<file path="config.mk">
export PLATFORM = sky130hd
export DESIGN_NAME = tone_seq
export DESIGN_NICKNAME = d
export VERILOG_FILES = /design/src/rtl/tone_seq.sv
export SDC_FILE = /design/constraint.sdc
export NUM_CORES = 1
export LEC_CHECK = 0
export CORE_ASPECT_RATIO = 0.7
export CORE_MARGIN = 2
export CORE_UTILIZATION = 54
export DETAILED_ROUTE_END_ITERATION = 10
export GPL_TIMING_DRIVEN = 0
export PLACE_DENSITY = 0.71
export SLEW_MARGIN = 20
export SYNTH_ARGS = -nofsm -noshare
export SYNTH_HDL_FRONTEND = slang
export SYNTH_SLANG_ARGS = --single-unit
</file>
<file path="constraint.sdc">
create_clock -name clk -period 4.89 [get_ports clk]
set_input_delay 0.978 -clock clk [delete_from_list [all_inputs] [get_ports clk]]
set_output_delay 0.978 -clock clk [all_outputs]
set_load 0.03 [all_outputs]
</file>
<file path="src/rtl/tone_seq.sv">
// rtl/tone_seq.sv - square-wave tone sequencer with per-note duration and optional inter-note gap
//
// Plays one note at a time. A note has a half-period in clk cycles and a length in
// duration ticks. It is accepted through a valid/ready handshake.
//
// Optional feature macro: TONE_SEQ_GAP_EN
//   defined   : every note is followed by GAP_TICKS ticks of silence (GAP state)
//   undefined : PLAY returns straight to IDLE, and no gap logic is built
//
// Parameters
//   CNT_W     width of the half-period count
//   DUR_W     width of the note duration in ticks
//   TICK_DIV  clk cycles per duration tick
//   GAP_TICKS silence ticks after each note (used only with TONE_SEQ_GAP_EN)
//
// Ports
//   clk        in   system clock, rising edge
//   rst_n      in   asynchronous active-low reset
//   note_valid in   producer offers a note
//   note_ready out  high only in IDLE; accept = note_valid & note_ready
//   note_half  in   half-period in clk cycles, 0 = rest
//   note_dur   in   note length in ticks, 0 = a single PLAY cycle
//   sclk       out  registered square-wave tone
//   busy       out  high whenever not IDLE
//   done       out  one-cycle pulse in the first IDLE cycle after a note

module tone_seq #(
    parameter int CNT_W     = 17,
    parameter int DUR_W     = 16,
    parameter int TICK_DIV  = 100000,
    parameter int GAP_TICKS = 10
) (
    input  logic             clk,
    input  logic             rst_n,
    input  logic             note_valid,
    output logic             note_ready,
    input  logic [CNT_W-1:0] note_half,
    input  logic [DUR_W-1:0] note_dur,
    output logic             sclk,
    output logic             busy,
    output logic             done
);

    localparam int                TICK_W    = (TICK_DIV > 1) ? $clog2(TICK_DIV) : 1;
    localparam logic [TICK_W-1:0] TICK_LAST = TICK_W'(TICK_DIV - 1);

`ifdef TONE_SEQ_GAP_EN
    typedef enum logic [1:0] {
        ST_IDLE = 2'd0,
        ST_PLAY = 2'd1,
        ST_GAP  = 2'd2
    } state_t;

    localparam int               GAP_W    = (GAP_TICKS > 1) ? $clog2(GAP_TICKS) : 1;
    localparam logic [GAP_W-1:0] GAP_LAST = GAP_W'(GAP_TICKS - 1);

    logic [GAP_W-1:0] gap_q, gap_d;
`else
    typedef enum logic {
        ST_IDLE = 1'b0,
        ST_PLAY = 1'b1
    } state_t;
`endif

    state_t            state_q, state_d;
    logic [CNT_W-1:0]  half_q, half_d;
    logic [DUR_W-1:0]  dlen_q, dlen_d;
    logic [CNT_W-1:0]  div_q, div_d;
    logic [TICK_W-1:0] tick_q, tick_d;
    logic [DUR_W-1:0]  dur_q, dur_d;
    logic              sclk_q, sclk_d;
    logic              done_q, done_d;

    logic tick_wrap;
    logic play_last;

    assign tick_wrap = (tick_q == TICK_LAST);
    // Zero duration ends after the first PLAY cycle; otherwise end on the final tick
    // wrap. The subtraction is only used when dlen_q is non-zero.
    assign play_last = (dlen_q == '0) ||
                       (tick_wrap && (dur_q == (dlen_q - DUR_W'(1))));

    always_comb begin
        state_d = state_q;
        half_d  = half_q;
        dlen_d  = dlen_q;
        div_d   = div_q;
        tick_d  = tick_q;
        dur_d   = dur_q;
        sclk_d  = sclk_q;
        done_d  = 1'b0;
`ifdef TONE_SEQ_GAP_EN
        gap_d   = gap_q;
`endif

        case (state_q)
            ST_IDLE: begin
                if (note_valid) begin
                    half_d  = note_half;
                    dlen_d  = note_dur;
                    div_d   = '0;
                    tick_d  = '0;
                    dur_d   = '0;
                    sclk_d  = 1'b0;
`ifdef TONE_SEQ_GAP_EN
                    gap_d   = '0;
`endif
                    state_d = ST_PLAY;
                end
            end

            ST_PLAY: begin
                if (play_last) begin
                    // Tone is silenced on the same edge that leaves PLAY.
                    sclk_d = 1'b0;
                    div_d  = '0;
                    tick_d = '0;
                    dur_d  = '0;
`ifdef TONE_SEQ_GAP_EN
                    if (GAP_TICKS == 0) begin
                        state_d = ST_IDLE;
                        done_d  = 1'b1;
                    end else begin
                        state_d = ST_GAP;
                    end
`else
                    state_d = ST_IDLE;
                    done_d  = 1'b1;
`endif
                end else begin
                    if (tick_wrap) begin
                        tick_d = '0;
                        dur_d  = dur_q + DUR_W'(1);
                    end else begin
                        tick_d = tick_q + TICK_W'(1);
                    end
                    // A rest (half = 0) leaves the divider and tone idle.
                    if (half_q != '0) begin
                        if (div_q == (half_q - CNT_W'(1))) begin
                            div_d  = '0;
                            sclk_d = ~sclk_q;
                        end else begin
                            div_d = div_q + CNT_W'(1);
                        end
                    end
                end
            end

`ifdef TONE_SEQ_GAP_EN
            ST_GAP: begin
                if (tick_wrap) begin
                    tick_d = '0;
                    if (gap_q == GAP_LAST) begin
                        gap_d   = '0;
                        state_d = ST_IDLE;
                        done_d  = 1'b1;
                    end else begin
                        gap_d = gap_q + GAP_W'(1);
                    end
                end else begin
                    tick_d = tick_q + TICK_W'(1);
                end
            end
`endif

            default: begin
                state_d = ST_IDLE;
            end
        endcase
    end

    always_ff @(posedge clk or negedge rst_n) begin
        if (!rst_n) begin
            state_q <= ST_IDLE;
            half_q  <= '0;
            dlen_q  <= '0;
            div_q   <= '0;
            tick_q  <= '0;
            dur_q   <= '0;
            sclk_q  <= 1'b0;
            done_q  <= 1'b0;
`ifdef TONE_SEQ_GAP_EN
            gap_q   <= '0;
`endif
        end else begin
            state_q <= state_d;
            half_q  <= half_d;
            dlen_q  <= dlen_d;
            div_q   <= div_d;
            tick_q  <= tick_d;
            dur_q   <= dur_d;
            sclk_q  <= sclk_d;
            done_q  <= done_d;
`ifdef TONE_SEQ_GAP_EN
            gap_q   <= gap_d;
`endif
        end
    end

    assign note_ready = (state_q == ST_IDLE);
    assign busy       = (state_q != ST_IDLE);
    assign sclk       = sclk_q;
    assign done       = done_q;

endmodule

</file>
==> results of run 1 <==
cell families after synthesis:
logic type      after synthesis  synth area share [%]
fa+ha+maj                     6                 1.434
flops                        86                 41.11
simple gates                233                 24.35
xor+xnor                     58                 10.04
compound gates              101                 13.65
mux                          27                 5.760
buf+inv                      41                 3.657
layout by cell type (no fill, tap or decap), types with 12 or more instances in the layout:
cell | netlist | final
nand3_1 | 33 | 33
clkbuf_1 | 11 | 12
and3_1 | 17 | 17
inv_1 | 18 | 18
xor2_1 | 29 | 29
clkdlybuf4s50_1 | 0 | 38
o21ai_0 | 37 | 37
nor4_1 | 14 | 14
nor3_1 | 14 | 14
mux2_2 | 25 | 25
dfrtp_1 | 86 | 86
nand2_1 | 43 | 43
nand4_1 | 14 | 14
nor2_1 | 46 | 46
xnor2_1 | 28 | 28
routing by layer:
| metal | global-route usage, % | up-vias | wire [um] |
|---|---|---|---|
| met5 | 0 | - | 0 |
| met4 | 7.524 | 0 | 175 |
| met3 | 6.118 | 19 | 952 |
| met2 | 38.25 | 170 | 5457 |
| met1 | 37.76 | 2169 | 6364 |
| li1 | - | 2132 | - |
synth_stat cells (6+ instances only):
cell,n,share of area [%]
or3_1,10,1.2
dfrtp_1,86,41
a22oi_1,10,1.4
buf_2,6,0.57
nor3_1,14,1.3
xnor2_1,28,4.7
a21oi_1,8,0.76
nand2_1,43,3.1
nor4_1,14,1.7
nand3_1,33,3.2
or4_1,6,0.86
o21ai_0,37,3.5
clkbuf_1,11,0.79
nand4_1,14,1.7
xor2_1,29,4.9
mux2_2,25,5.4
ha_1,6,1.4
o31ai_1,6,0.86
and3_1,17,2.0
nor2_1,46,3.3
inv_1,18,1.3
report_power, final:
part | switching [mW] | internal, mW | total (mW)
registers | 0.163 | 0.818 | 0.981
clock network | 0.275 | 0.489 | 0.764
logic | 0.252 | 0.241 | 0.493
sequential cells by signal, indices dropped and copies added (netlist names):
register,cells
tick_q,17
sclk,1
div_q,17
dur_q,16
busy,1
dlen_q,16
done,1
half_q,17
layout make-up:
class / count / area share (%)
Multi-Input combinational cell: 425 / 47.05
Clock inverter: 3 / 1.059
Tap cell: 128 / 2.606
Sequential cell: 86 / 35.02
Clock buffer: 13 / 4.397
Timing Repair Buffer: 40 / 6.759
Inverter: 18 / 1.099
Buffer: 23 / 2.015
worst min path at each step:
stage,startpoint,cells after the start,end
floorplan,tick_q[3]$_DFFE_PN0P_,1,tick_q[3]$_DFFE_PN0P_
global placement,tick_q[3]$_DFFE_PN0P_,1,tick_q[3]$_DFFE_PN0P_
detailed placement,tick_q[3]$_DFFE_PN0P_,1,tick_q[3]$_DFFE_PN0P_
CTS,tick_q[3]$_DFFE_PN0P_,1,tick_q[3]$_DFFE_PN0P_
global route,tick_q[3]$_DFFE_PN0P_,1,tick_q[3]$_DFFE_PN0P_
finish,tick_q[3]$_DFFE_PN0P_,1,tick_q[3]$_DFFE_PN0P_
per-stage QoR:
stage | worst slack (ns) | cells
2_1_floorplan | 1.800 | 552
3_3_place_gp | -0.2527 | 719
3_5_place_dp | 1.323 | 720
4_1_cts | 1.306 | 736
5_1_grt | 1.010 | 736
6_report | 1.246 | 736
critical path, cell delays in order (launching register included):
cell	delay [ns]
dfrtp_1	0.43
inv_1	0.12
ha_1	0.20
or3b_2	0.53
or3_4	0.44
a2111oi_4	0.41
nand3_2	0.14
nor4_4	0.27
nor2_2	0.20
o21ai_2	0.35
buf_2	0.30
a22oi_1	0.13
==> out/qor.yml, run 1 <==
viasPerCell: 6.101
cts_inserted_buffers: 9
r2r_cells: 11
synth_edf_count: 0
core_area_um2: 9572
final_area_um2: 6146
outcome: "complete, no violations"
multi_input_area_um2: 2892
synth-seq-cells: 86
power_mw: 2.238
dp_hpwl_mm: 9.501
async_flop_share_pct: 100.0
io_buffers: 39
grt.total_usage_pct: 25.78
first_pass_iters: 5
ff2ff_setup_slack_ns: 1.25
grt_max_degree: 47
cp_data_arrival_time_ns: 3.86
area_growth_pct: 17.40
gp_congestion: 0.8608
hold_violations: 0
drv_cap: 0
synth_nets: 594
rsz0062_at_grt: "no"
yosysWarnings: 0
root_buffer: "clkbuf_16"
antenna_found_initial: 0
min_period_ns: 3.644
utilization_pct: 64.21
powerDensity_nw_per_um2: 364.1
first_global_vias: 4205
route.detailed.drc: 0
routed_wirelength_mm: 12.95
critPathCapture: "div_q[11]$_DFFE_PN0P_"
clk_pin_slew_ns: 0.06
placed_cell_area_um2: 5811
hold_path_class: "flop to flop"
clock_skew_ns: 0.009248
htreeDepth: 3
die_height_um: 86.38
setup_tns_ns: 0
end_kind: "flop"
clock-sinks: 86
rows: 30
maxSlewViolCount: 0
layout.nets: 645
rr_endpoint: "div_q[11]$_DFFE_PN0P_"
syn_inst: 552
avgRoutedWirePerCell_um: 17.60
drtAntennaViolNets: 0
drive_gt1_share_pct: 12.34
netlist_area_um2: 5235
gr-total-overflow: 0
cts_setup_buffers: 0
die_x_um: 121.7
diodes: 0
drt_iter0_drc: 347
irDropWorstVdd_uv: 218.4
start_kind: "flop"
ys_seq_area_share_pct: 41.11
p_leak_nw: 2.576
regArea_um2: 2152
holdWs_ns: 0.5320
crit_required_ns: 5.11
setup_violations: 0
ctsResizeCount: 0
postCtsHoldBufs: 0
ys_types: 68
cts_tree: "done"
via_count: 4490
clockBufferDepth: 2
fill_cells: 778
critPathLaunch: "dlen_q[0]$_DFFE_PN0P_"
die_area_um2: 10510
ioPinCount: 40
worst-slew-pin-transition_ns: 0.8958
r2r-start: "dlen_q[0]$_DFFE_PN0P_"
ys.flop_type: "dfrtp_1"
initial_core_util_pct: 54.69
maxSlewHeadroom_pct: 39.49
crit_fanout: 10
insertion_delay_ns: 0.35
fin_crit_sh_pct: 74.51
fmax_mhz: 274.4
grt_pass1_wl_mm: 20.91
worst-setup-path-type: "flop to flop"
syn_area_per_cell_um2: 9.484
(Power assumes the default switching activity.)
==> run 2: changes to the inputs <==
clock period = 3.38 ns   (was 4.89 ns; I/O delays follow)
==> run 2 against run 1 <==
  * Wire length is 1.1% higher
  * Die area did not move
  * Via count rose by 1.3%
  * Clock skew up 0.0012 ns
  * Fmax up 12%
  * Combinational power up 48%
  * Worst hold slack lost 0.22 ns
  * Critical endpoint is now div_q[16]$_DFFE_PN0P_
  * Sequential share of layout area is 0.64 points lower
==> out/qor.yml, run 2 (same netlist as run 1, synthesis figures left out) <==
outcome: "complete, no violations"
worst_slack_ns: 0.1232  # -1.123 ns
fill_cells: 765  # -1.7%
power.net_switching_mw: 1.011  # +46%
rr_endpoint: "div_q[16]$_DFFE_PN0P_"
viasPerCell: 6.145  # +0.72%
p_leak_nw: 2.608  # +1.2%
powerDensity_nw_per_um2: 520.2  # +43%
diodes: 0  # unchanged
worst-setup-path-type: "flop to flop"
crit_fanout: 10  # unchanged
crit_path_max_incr_delay_ns: 0.42  # -0.11 ns
clkPwrFrac_pct: 33.8  # -0.3 points
clock-sinks: 86  # unchanged
final_area_um2: 6265  # +1.9%
htreeDepth: 3  # unchanged
drt_iter0_drc: 389  # +12%
critPathLaunch: "dlen_q[1]$_DFFE_PN0P_"
initial_core_util_pct: 54.69  # unchanged
maxSlewViolCount: 0  # unchanged
comb_power_share_pct: 22.4  # +0.4 points
cp_data_arrival_time_ns: 3.48  # -0.38 ns
core_area_um2: 9572  # unchanged
layout.nets: 649  # +0.62%
fmax_mhz: 307.0  # +12%
cts_tree: "done"
gp_congestion: 0.8608  # unchanged
start_kind: "flop"
die_x_um: 121.7  # unchanged
r2r_cells: 13  # +2
hold_path_class: "primary input to asynchronous set/reset pin"
irDropWorstVdd_uv: 315.5  # +44%
io_buffers: 39  # unchanged
grtUsageMet3_pct: 6.579  # +0.46 points
grt.total_usage_pct: 25.93  # +0.14 points
setup_violations: 0  # unchanged
placed_cell_area_um2: 5811  # unchanged
use_met1_pct: 37.51  # -0.25 points
rows: 30  # unchanged
area_growth_pct: 19.67
crit_required_ns: 3.60  # -1.51 ns
p_seq_share_pct: 43.7  # about the same
clockBufferDepth: 2  # unchanged
cp_slowest_cell: "or3b_4"
drv_cap: 0  # unchanged
fin_crit_sh_pct: 96.36  # +22 points
min_period_ns: 3.257  # -0.3869 ns
hold_violations: 0  # unchanged
first_global_vias: 4257  # +1.2%
internal_power_mw: 2.248  # +45%
power_mw: 3.259  # +46%
root_buffer: "clkbuf_16"
die_area_um2: 10510  # unchanged
gr-total-overflow: 0  # unchanged
first_pass_iters: 5  # unchanged
drive_gt1_share_pct: 15.36  # +3.0 points
avgRoutedWirePerCell_um: 17.69  # +0.53%
place_ws_ns: -0.1869  # -1.510 ns
maxSlewHeadroom_pct: 40.05  # +0.56 points
dp_hpwl_mm: 9.501  # unchanged
grt_max_degree: 47  # unchanged
antenna_found_initial: 0  # unchanged
path_cells: "inv_1, ha_2, or3b_4, or3_4, a2111oi_4, nand3_2, nor4_4, buf_4, nor3_2, buf_6, clkbuf_4, o31ai_2, a22oi_1"
via_count: 4547  # +1.3%
clock_skew_ns: 0.01048  # +0.001229 ns
grt_pass1_wl_mm: 21.07  # +0.76%
setup_tns_ns: 0  # unchanged
worst-slew-pin-transition_ns: 0.8911  # -0.004755 ns
clk_pin_slew_ns: 0.06  # about the same
drtAntennaViolNets: 0  # unchanged
ff2ff_setup_slack_ns: 0.12  # -1.12 ns
grt_use_met2_pct: 38.61  # +0.36 points
end_kind: "flop"
ioPinCount: 40  # unchanged
route.detailed.drc: 0  # unchanged
die_height_um: 86.38  # unchanged
routed_wirelength_mm: 13.09  # +1.1%
final_common_cell: "dfrtp_1"
cts_inserted_buffers: 9  # unchanged
reg.largest.list: "div_q (17), half_q (17), tick_q (17)"
swShare_pct: 31.02  # +0.18 points
final_cell_mix: "85 x dfrtp_1, 46 x nor2_1, 42 x nand2_1"
busiest_layer: "met2"
r2r-start: "dlen_q[1]$_DFFE_PN0P_"
insertion_delay_ns: 0.35  # about the same
## run 2: cell count changes in the layout (fill, tap and decap cells not counted), sizes merged
| cell | change |
|---|---|
| buf | +3 |
| clkbuf | +1 |
| clkdlybuf4s18 | +1 |
| clkdlybuf4s50 | -1 |
## run 2: routing by layer
metal,up-vias,part of all wire [%]
met5,-,0
met4,0,1.0
met3,12,7.6
met2,155,43
met1,2237,48
li1,2143,-
## run 2: critical path, delay by kind of cell (launching register included)
family                     cells  cell delay [ns]
adders and majority gates      1             0.21
DFF                            1             0.41
and+or+nand+nor                5             1.17
AOI/OAI and AO/OA              3             0.69
buffers and inverters          4             0.64
## run 2: what timing repair did
item	in CTS	in global routing
endpoints found under the setup margin	18	31
pin swaps	2	3
resized for setup	7	16
buffers inserted	2	2
hold buffers	0	0
## run 2: area by class of cell
cell class,instances,area (um^2),share of cell area [%]
Tap cell,128,160.2,2.556
Multi-Input combinational cell,425,2972,47.43
Buffer,23,131.4,2.097
Inverter,18,67.56,1.078
Clock buffer,13,270.3,4.314
Timing Repair Buffer,44,445.4,7.110
Sequential cell,86,2153,34.37
Clock inverter,3,65.06,1.039
## run 2: worst max-delay path by stage
| stage | end | slack [ns] | cells past startpoint |
|---|---|---|---|
| finish | div_q[16]$_DFFE_PN0P_ | 0.12 | 13 |
| global route | div_q[16]$_DFFE_PN0P_ | -0.006 | 13 |
| CTS | div_q[16]$_DFFE_PN0P_ | 0.004 | 12 |
| detailed placement | div_q[11]$_DFFE_PN0P_ | -0.19 | 11 |
| global placement | tick_q[9]$_DFFE_PN0P_ | -1.46 | 1 |
| floorplan | div_q[16]$_DFFE_PN0P_ | 0.29 | 12 |
## run 2: power groups by stage
stage | clock network, mW | logic [mW] | registers (mW)
final | 1.10 | 0.731 | 1.42
after global routing | 1.16 | 0.815 | 1.45
after CTS | 1.12 | 0.718 | 1.41
after detailed placement | 0 | 0.705 | 1.43
after global placement | 0 | 0.666 | 1.42
after floorplan | 0 | 0.520 | 1.36
## run 2: stage by stage
stage	utilization (%)	hold slack [ns]	std cells
after detailed placement	60.71	0.5241	720
after CTS	64.65	0.3300	738
after global routing	65.45	0.3510	740
final	65.45	0.3101	740
after floorplan	-	0.3804	552
after global placement	60.44	0.5068	719
==> run 3: changes to the inputs <==
GPL_TIMING_DRIVEN = 1   (was 0)
==> run 3 against run 2 <==
  * Flip-flop and latch count did not move
  * Total power fell by 4.6%
  * First-iteration DRC count shrank 14%
  * Clock skew barely moved
  * Fmax up 0.63%
  * Critical path type unchanged
==> out/qor.yml, run 3 (same netlist as run 1, synthesis figures left out) <==
die_area_um2: 10510  # unchanged
avgRoutedWirePerCell_um: 17.45  # -1.4%
path_cells: "inv_2, ha_2, or3b_4, or3_4, a2111oi_4, nand3_2, nor4_4, nor3_2, or4_1, a22oi_1"
cp_slowest_cell: "or4_1"
rsz0062_at_grt: "no"
htreeDepth: 3  # unchanged
fin_crit_sh_pct: 95.76  # -0.60 points
utilization_pct: 63.65  # -1.8 points
initial_core_util_pct: 54.69  # unchanged
power_mw: 3.108  # -4.6%
r2r-start: "dlen_q[0]$_DFFE_PN0P_"
crit_fanout: 5  # -5
ioPinCount: 40  # unchanged
start_kind: "flop"
postCtsHoldBufs: 0  # unchanged
use_met1_pct: 39.47  # +2.0 points
grt.total_usage_pct: 25.40  # -0.53 points
first_pass_iters: 7  # +2
r2r_cells: 10  # -3
area_growth_pct: 16.37
die_x_um: 121.7  # unchanged
die_height_um: 86.38  # unchanged
comb_power_share_pct: 21.5  # -0.9 points
drv_cap: 0  # unchanged
powerDensity_nw_per_um2: 510.2  # -1.9%
grtUsageMet3_pct: 5.132  # -1.4 points
route.detailed.drc: 0  # unchanged
gp_congestion: 0.9543  # +11%
via_count: 4459  # -1.9%
outcome: "complete, no violations"
maxSlewHeadroom_pct: 44.48  # +4.4 points
cts_inserted_buffers: 9  # unchanged
crit_path_max_incr_delay_ns: 0.52  # +0.10 ns
cp_num_buf_inv: 1  # -3
setup_violations: 0  # unchanged
grt_use_met2_pct: 36.41  # -2.2 points
swShare_pct: 32.11  # +1.1 points
hold_violations: 0  # unchanged
place_ws_ns: 0.06218  # +0.2491 ns
layout.nets: 634  # -2.3%
first_global_vias: 4223  # -0.80%
root_buffer: "clkbuf_16"
clk_pin_slew_ns: 0.07  # about the same
worst-setup-path-type: "flop to flop"
clkPwrFrac_pct: 31.6  # -2.2 points
reg.largest.list: "div_q (17), half_q (17), tick_q (17)"
cts_tree: "done"
io_buffers: 39  # unchanged
busiest_layer: "met1"
irDropWorstVdd_uv: 293.3  # -7.1%
internal_power_mw: 2.110  # -6.1%
core_area_um2: 9572  # unchanged
clockBufferDepth: 2  # unchanged
viasPerCell: 6.159  # +0.23%
grt_max_degree: 87  # +85%
ff2ff_setup_slack_ns: 0.14  # +0.02 ns
power.net_switching_mw: 0.9979  # -1.3%
routed_wirelength_mm: 12.63  # -3.5%
crit_required_ns: 3.64  # +0.04 ns
p_leak_nw: 2.547  # -2.3%
worst-slew-pin-transition_ns: 0.8252  # -0.06593 ns
end_kind: "flop"
cp_data_arrival_time_ns: 3.49  # about the same
insertion_delay_ns: 0.34  # about the same
critical-path-top-delay-family: "simple AND/OR/NAND/NOR gates"
maxSlewViolCount: 0  # unchanged
setup_tns_ns: 0  # unchanged
diodes: 0  # unchanged
drtAntennaViolNets: 0  # unchanged
final_area_um2: 6092  # -2.8%
rr_endpoint: "div_q[16]$_DFFE_PN0P_"
holdWs_ns: 0.3643  # +0.05423 ns
p_seq_share_pct: 46.9  # +3.2 points
min_period_ns: 3.237  # -0.02030 ns
grt_pass1_wl_mm: 21.01  # -0.29%
dp.cells: 709  # -1.5%
final_common_cell: "dfrtp_1"
clock_skew_ns: 0.009987  # -0.0004900 ns
hold_path_class: "primary input to asynchronous set/reset pin"
dp_hpwl_mm: 9.055  # -4.7%
rows: 30  # unchanged
gr-total-overflow: 0  # unchanged
worst_slack_ns: 0.1435  # +0.02030 ns
drt_iter0_drc: 334  # -14%
final_cell_mix: "85 x dfrtp_1, 46 x nor2_1, 42 x nand2_1"
placed_cell_area_um2: 5764  # -0.80%
drive_gt1_share_pct: 14.26  # -1.1 points
fmax_mhz: 309.0  # +0.63%
antenna_found_initial: 0  # unchanged
clock-sinks: 86  # unchanged
instances_no_fill: 724  # -2.2%
==> run 3: cell types whose count changed in the layout (fill, tap and decap cells not counted), sizes merged <==
| cell | previous run | this run |
|---|---|---|
| clkinv | 1 | 2 |
| bufinv | 2 | 1 |
| clkbuf | 25 | 11 |
| buf | 16 | 14 |
| clkdlybuf4s18 | 1 | 0 |
| clkinvlp | 0 | 1 |
==> run 3: how the worst max path moves through the flow <==
stage                            endpoint  cells after the start                  start
floorplan           div_q[16]$_DFFE_PN0P_                     12  dlen_q[0]$_DFFE_PN0P_
global placement     div_q[7]$_DFFE_PN0P_                     10  dlen_q[0]$_DFFE_PN0P_
detailed placement   div_q[6]$_DFFE_PN0P_                     10  dlen_q[0]$_DFFE_PN0P_
CTS                  div_q[6]$_DFFE_PN0P_                     10  dlen_q[0]$_DFFE_PN0P_
global route             sclk$_DFFE_PN0P_                     11  half_q[0]$_DFFE_PN0P_
finish              div_q[16]$_DFFE_PN0P_                     10  dlen_q[0]$_DFFE_PN0P_
==> run 3: metal layers <==
| layer | up-vias | wire, um |
|---|---|---|
| met5 | - | 0 |
| met4 | 0 | 148 |
| met3 | 18 | 834 |
| met2 | 148 | 5218 |
| met1 | 2184 | 6431 |
| li1 | 2109 | - |
==> run 3: power groups by stage <==
stage / clock (mW) / sequential [mW] / combinational [mW]
finish: 0.983 / 1.46 / 0.669
global route: 1.04 / 1.48 / 0.748
CTS: 1.00 / 1.44 / 0.663
detailed placement: 0 / 1.46 / 0.656
global placement: 0 / 1.45 / 0.632
floorplan: 0 / 1.36 / 0.520
==> run 3: area by class of cell <==
type / instances / area, um^2
Fill cell: 785 / 3480
Multi-Input combinational cell: 425 / 2928
Sequential cell: 86 / 2153
Timing Repair Buffer: 52 / 493.0
Clock buffer: 11 / 242.7
Tap cell: 128 / 160.2
Inverter: 18 / 67.56
Clock inverter: 4 / 47.55
==> run 3: timing repair <==
action                                  4_1_cts  5_1_grt
endpoints found under the setup margin        0       32
buffers inserted                              0        0
gates resized for setup                       0       11
